### config.mk
export PLATFORM = sky130hd
export DESIGN_NAME = systolic_operand_loader_flat
export DESIGN_NICKNAME = d
export VERILOG_FILES = /design/src/rtl/systolic_operand_loader_pkg.sv /design/src/rtl/systolic_operand_loader_if.sv /design/src/rtl/systolic_operand_loader_operand_bank.sv /design/src/rtl/systolic_operand_loader.sv /design/src/flat_wrapper.sv
export SDC_FILE = /design/constraint.sdc
export NUM_CORES = 1
export LEC_CHECK = 0
export CORE_ASPECT_RATIO = 1.25
export CORE_MARGIN = 1
export CORE_UTILIZATION = 30
export DETAILED_ROUTE_END_ITERATION = 16
export SYNTH_ARGS = -nofsm -noshare
export SYNTH_HDL_FRONTEND = slang
export SYNTH_HIERARCHICAL = 1
export SYNTH_SLANG_ARGS = --single-unit
### constraint.sdc
create_clock -name clk_in -period 2.5 [get_ports clk_in]
set_input_delay 0.25 -clock clk_in [delete_from_list [all_inputs] [get_ports clk_in]]
set_output_delay 0.25 -clock clk_in [all_outputs]
set_load 0.02 [all_outputs]
### src/rtl/systolic_operand_loader_pkg.sv
// Shared definitions for the systolic operand loader: state encoding, operand
// counts and the mapping from stream slot to image/filter position.
package systolic_operand_loader_pkg;

    typedef enum logic [1:0] {
        LOAD = 2'd0,
        RUN  = 2'd1,
        DONE = 2'd2
    } state_t;

    localparam int unsigned IMG_BYTES   = 16;
    localparam int unsigned FILT_BYTES  = 9;
    localparam int unsigned TOTAL_BYTES = IMG_BYTES + FILT_BYTES;
    localparam int unsigned IDX_W       = 5;

    // Stream slots 0..15 are image bytes, 16..24 are filter bytes.
    function automatic bit slot_is_img(int unsigned slot);
        return slot < IMG_BYTES;
    endfunction

    function automatic int unsigned slot_pos(int unsigned slot);
        return slot_is_img(slot) ? slot : slot - IMG_BYTES;
    endfunction

endpackage

### src/rtl/systolic_operand_loader_if.sv
// Valid/ready byte stream feeding the operand loader.
interface systolic_operand_loader_if #(
    parameter int DATA_W = 8
);
    logic [DATA_W-1:0] s_data;
    logic              s_valid;
    logic              s_ready;

    modport master (output s_data, output s_valid, input  s_ready);
    modport slave  (input  s_data, input  s_valid, output s_ready);
endinterface

### src/rtl/systolic_operand_loader_operand_bank.sv
// 25-entry operand register file; each slot is wired straight to its position
// on the flattened image or filter output bus.
module operand_bank
    import systolic_operand_loader_pkg::*;
#(
    parameter int DATA_W = 8
) (
    input  logic                         clk_in,
    input  logic                         rst,
    input  logic                         we,
    input  logic [IDX_W-1:0]             widx,
    input  logic [DATA_W-1:0]            wdata,
    output logic [IMG_BYTES*DATA_W-1:0]  img_flat,
    output logic [FILT_BYTES*DATA_W-1:0] filt_flat
);

    for (genvar g = 0; g < TOTAL_BYTES; g++) begin : g_slot
        logic [DATA_W-1:0] q;

        always_ff @(posedge clk_in) begin
            if (rst) begin
                q <= '0;
            end else if (we && (widx == IDX_W'(g))) begin
                q <= wdata;
            end
        end

        if (slot_is_img(g)) begin : g_img
            assign img_flat[slot_pos(g)*DATA_W +: DATA_W] = q;
        end else begin : g_filt
            assign filt_flat[slot_pos(g)*DATA_W +: DATA_W] = q;
        end
    end

endmodule

### src/rtl/systolic_operand_loader.sv
// Loads 16 image + 9 filter bytes, then releases the systolic array's reset for
// RUN_CYCLES cycles and holds done until the controller acknowledges.
module systolic_operand_loader
    import systolic_operand_loader_pkg::*;
#(
    parameter int DATA_W     = 8,
    parameter int RUN_CYCLES = 20
) (
    input  logic                         clk_in,
    input  logic                         rst,
    systolic_operand_loader_if.slave     s,
    output logic [IMG_BYTES*DATA_W-1:0]  img_flat,
    output logic [FILT_BYTES*DATA_W-1:0] filt_flat,
    output logic                         array_rst,
    output logic                         done,
    input  logic                         ack
);

    localparam logic [7:0]       RUN_LAST = 8'(RUN_CYCLES - 1);
    localparam logic [IDX_W-1:0] LAST_IDX = IDX_W'(TOTAL_BYTES - 1);

    state_t           state;
    logic [IDX_W-1:0] idx;
    logic [7:0]       run_cnt;
    logic             xfer;

    assign s.s_ready = (state == LOAD);
    assign xfer      = s.s_valid && (state == LOAD);

    // array_rst/done are set alongside the state transition so they track the
    // next state without a decode stage.
    always_ff @(posedge clk_in) begin
        if (rst) begin
            state     <= LOAD;
            idx       <= '0;
            run_cnt   <= '0;
            array_rst <= 1'b1;
            done      <= 1'b0;
        end else begin
            case (state)
                LOAD: begin
                    if (xfer) begin
                        if (idx == LAST_IDX) begin
                            idx       <= '0;
                            run_cnt   <= '0;
                            state     <= RUN;
                            array_rst <= 1'b0;
                        end else begin
                            idx <= idx + 1'b1;
                        end
                    end
                end
                RUN: begin
                    run_cnt <= run_cnt + 1'b1;
                    if (run_cnt == RUN_LAST) begin
                        state     <= DONE;
                        array_rst <= 1'b1;
                        done      <= 1'b1;
                    end
                end
                DONE: begin
                    if (ack) begin
                        state <= LOAD;
                        done  <= 1'b0;
                    end
                end
                default: begin
                    state     <= LOAD;
                    array_rst <= 1'b1;
                    done      <= 1'b0;
                end
            endcase
        end
    end

    operand_bank #(
        .DATA_W(DATA_W)
    ) u_bank (
        .clk_in   (clk_in),
        .rst      (rst),
        .we       (xfer),
        .widx     (idx),
        .wdata    (s.s_data),
        .img_flat (img_flat),
        .filt_flat(filt_flat)
    );

endmodule

### src/flat_wrapper.sv
// flat-port wrapper written by rule: the top's interface ports become plain ports
module systolic_operand_loader_flat import systolic_operand_loader_pkg::*;
#(
    parameter int DATA_W     = 8,
    parameter int RUN_CYCLES = 20
)
  (clk_in, rst, img_flat, filt_flat, array_rst, done, ack, s_s_data, s_s_valid, s_s_ready);
  systolic_operand_loader_if #(.DATA_W(DATA_W)) s_i ();
  input  logic clk_in;
  input  logic rst;
  output logic [IMG_BYTES*DATA_W-1:0] img_flat;
  output logic [FILT_BYTES*DATA_W-1:0] filt_flat;
  output logic array_rst;
  output logic done;
  input  logic ack;
  input wire logic [$bits(s_i.s_data)-1:0] s_s_data;
  input wire logic [$bits(s_i.s_valid)-1:0] s_s_valid;
  output wire logic [$bits(s_i.s_ready)-1:0] s_s_ready;
  assign s_i.s_data = s_s_data;
  assign s_i.s_valid = s_s_valid;
  assign s_s_ready = s_i.s_ready;
  systolic_operand_loader #(.DATA_W(DATA_W), .RUN_CYCLES(RUN_CYCLES)) u_core (.clk_in(clk_in), .rst(rst), .s(s_i), .img_flat(img_flat), .filt_flat(filt_flat), .array_rst(array_rst), .done(done), .ack(ack));
endmodule
==> qor.csv <==
stage,metric,value,unit
route,Routed Antenna Nets,0,
route,post-DR vias/cell,4.493,
route,DRT Pass-1 Iters,6,
worst_setup_path,CP max stage cell,clkdlybuf4s50_1,
yosys,Synth Net Count,804,
yosys,Yosys warnings,6,
yosys,Gate Count Post-Synth,789,
run,MaxCap Viol Count,0,
final_layout,share of cells above drive strength 1,0.08856,
place,DP HPWL,16.74,mm
sta,max frequency,0.5075,GHz
yosys,most common cell in the netlist,dfxtp_1,
final_layout,Final Net Count,1006,
clock_network,Max Root-Sink Buffers,3,
grt,largest net degree at the start of global routing,70,
yosys,"Top FF cell, synth",dfxtp_1,
die,die width,153.7,µm
worst_setup_path,family with the most delay on the worst path,buffers and inverters,
yosys,Post-synth EDFFs,0,
route,1st-iter DRT viols,190,
die,num ports,215,
die,Die ar.,29430,µm²
place,routability cong.,0.7306,
worst_setup_path,FF-to-FF Start,u_core/state[0],
grt,vias in the first global route,6245,
pwr,total power,7256,µW
clock_network,hold buffers post-CTS,0,
worst_setup_path,worst path required time,2.25,ns
sta,"Hold Vio Cnt, Final",0,
worst_setup_path,crit path DAT,1.72,ns
grt,total global-route track usage,0.1656,
final_layout,Area Growth Syn to Fin,38.01,%
yosys,area share of the largest cell type after synthesis,0.5037,
hold_path,HP Class,in2reg,
route,DR vias,6110,
grt,global-route wire length before repair,37.60,mm
worst_setup_path,FF-to-FF setup slack,0.54,ns
worst_setup_path,endpoint class of the critical path,output pin,
worst_setup_path,CP max stage delay,0.62,ns
worst_setup_path,Critical Path Start Type,flop,
clock_network,Root Buffer,clkbuf_16,
grt,initial antenna violation count,0,
route,total wire length,24.57,mm
yosys,Post-Syn Area,8625,µm²
yosys,Syn Area/Cell,10.93,µm²
sta,min cycle time layout,1.971,ns
clock_network,Worst-path clk slew,0.06,ns
worst_setup_path,Crit Path Max Fanout,9,
hold_path,hold depth,2,
worst_setup_path,Reg2Reg Capture Point,u_core/u_bank/g_slot[24].q[3],
hold_path,end point of the worst hold path,u_core/done,
worst_setup_path,crit path cell chain,nor2_1 > clkdlybuf4s50_1,
hold_path,HP Start,rst,
sta,RSZ-0062 raised after global routing,no,
route,# DRC,0,
yosys,Synth Register Bits,217,
die,site row count,69,
worst_setup_path,Worst Reg2Reg Path Length in Cells,4,
worst_setup_path,Crit Path Category,reg2out,
worst_setup_path,CP Buf/Inv Count,1,
sta,Final Max Slew Viols,0,
clock_network,htree depth,1,
clock_network,worst skew pair latency,0.50,ns
final_layout,n_diodes,0,
pwr,Peak VDD IR,0.4621,mV
clock_network,CTS sink count,217,
clock_network,CTS tree,built,
sta,"Period Utilization, post-route",0.7882,
grt,grt total ovfl,0,
sta,Setup TNS,0,ns
clock_network,CTS resizes,0,
die,Starting Density,0.3046,
yosys,largest area contributor in the netlist,dfxtp_1,
die,Core Box Area,28320,µm²
sta,Rel. slew slack,0.6408,
status,status,completed,
yosys,post-synthesis cell type count,42,
yosys,most common library cells after synthesis,"dfxtp_1 (217), nand2b_1 (210), mux2i_1 (200)",
clock_network,CTS Buf Count,23,
place,input/output buffers,214,
yosys,asr flop ratio synth,0,
route,WL/cell,18.06,µm
yosys,"Seq/Total Area, Yosys",0.5037,
sta,final clock skew,0.006949,ns
die,Die Span Y,191.6,µm
clock_network,setup bufs post-CTS,0,
yosys,leading post-synthesis cells by cell area,"dfxtp_1 (50%), mux2i_1 (23%), nand2b_1 (15%)",
sta,Slew @ Worst Pin,0.5387,ns
sta,Final setup viols,0,
pwr,Power Density,609.6,nW/µm²
pwr,Static Leak,0.005367,µW
==> routing by layer <==
layer	vias up	part of all wire	track usage
met5	-	0	0
met3	29	0.063	0.04534
li1	3023	-	-
met4	0	0.021	0.04769
met1	2910	0.42	0.1915
met2	148	0.50	0.2967
==> cell families after synthesis <==
logic type / Yosys count / synth area share
buffers and inverters: 58 / 0.02698
DFF: 217 / 0.5037
AOI/OAI and AO/OA: 25 / 0.01973
and+or+nand+nor: 282 / 0.2091
muxes: 200 / 0.2321
adders and majority gates: 3 / 0.004353
xor gates and xnor gates: 4 / 0.004063
==> per-stage QoR <==
stage          worst slack [ns]  cell area, µm²  hold WS, ns  cells  utilization
2_1_floorplan            0.7240            8625       0.4308    789            -
3_3_place_gp             0.1724           11180       0.4603   1321       0.3948
3_5_place_dp             0.1531           11180       0.4603   1321       0.3948
4_1_cts                  0.4811           11900       0.1356   1360       0.4203
5_1_grt                  0.3942           11900       0.1731   1360       0.4203
6_report                 0.5294           11900       0.1468   1360       0.4203
==> where the power goes <==
part / total [µW] / switching [µW] / internal [µW]
logic: 385 / 212 / 173
clock network: 3360 / 1370 / 1990
registers: 3510 / 25.8 / 3490
==> cell usage in the layout (no fill, tap or decap), types with 2 or more instances in the layout <==
master,count
mux2i_1,200
nand2_2,23
nor2b_1,3
dfxtp_1,217
a21oi_1,10
inv_1,4
bufinv_16,2
clkinv_2,2
nand2b_1,206
nand4_1,3
nor3_1,2
xor2_1,3
clkdlybuf4s50_1,213
nand2b_2,4
o21ai_0,5
buf_12,4
a311oi_1,3
nor2_1,13
nand3_2,2
buf_4,14
and4b_1,4
clkbuf_1,8
nor2_2,2
nand2_1,6
clkbuf_16,23
clkbuf_8,3
and4bb_2,2
ha_1,3
==> sequential cells by signal, indices dropped and copies added (netlist names) <==
| signal | count |
|---|---|
| u_core/array_rst | 1 |
| u_core/done | 1 |
| u_core/idx | 5 |
| u_core/run_cnt | 8 |
| u_core/state | 2 |
| u_core/u_bank/g_slot.q | 200 |
==> worst max-delay path by stage <==
stage | cells after the start | endpoint | slack (ns) | from
2_1_floorplan | 5 | u_core/u_bank/g_slot[24].q[0] | 0.72 | u_core/state[1]
3_5_place_dp | 5 | u_core/u_bank/g_slot[24].q[3] | 0.15 | s_s_valid
5_1_grt | 4 | u_core/u_bank/g_slot[24].q[4] | 0.39 | u_core/state[0]
3_3_place_gp | 5 | u_core/u_bank/g_slot[24].q[3] | 0.17 | s_s_valid
6_report | 2 | s_s_ready | 0.53 | u_core/state[0]
4_1_cts | 2 | s_s_ready | 0.48 | u_core/state[0]
==> cell type report <==
| cell class | instances | area [µm²] |
|---|---|---|
| Sequential cell | 217 | 4344 |
| Inverter | 4 | 15.01 |
| Multi-Input combinational cell | 514 | 4058 |
| Fill cell | 2742 | 16410 |
| Tap cell | 355 | 444.2 |
| Clock inverter | 5 | 77.57 |
| Timing Repair Buffer | 231 | 2317 |
| Clock buffer | 34 | 646.9 |
(Power assumes the default switching activity.)
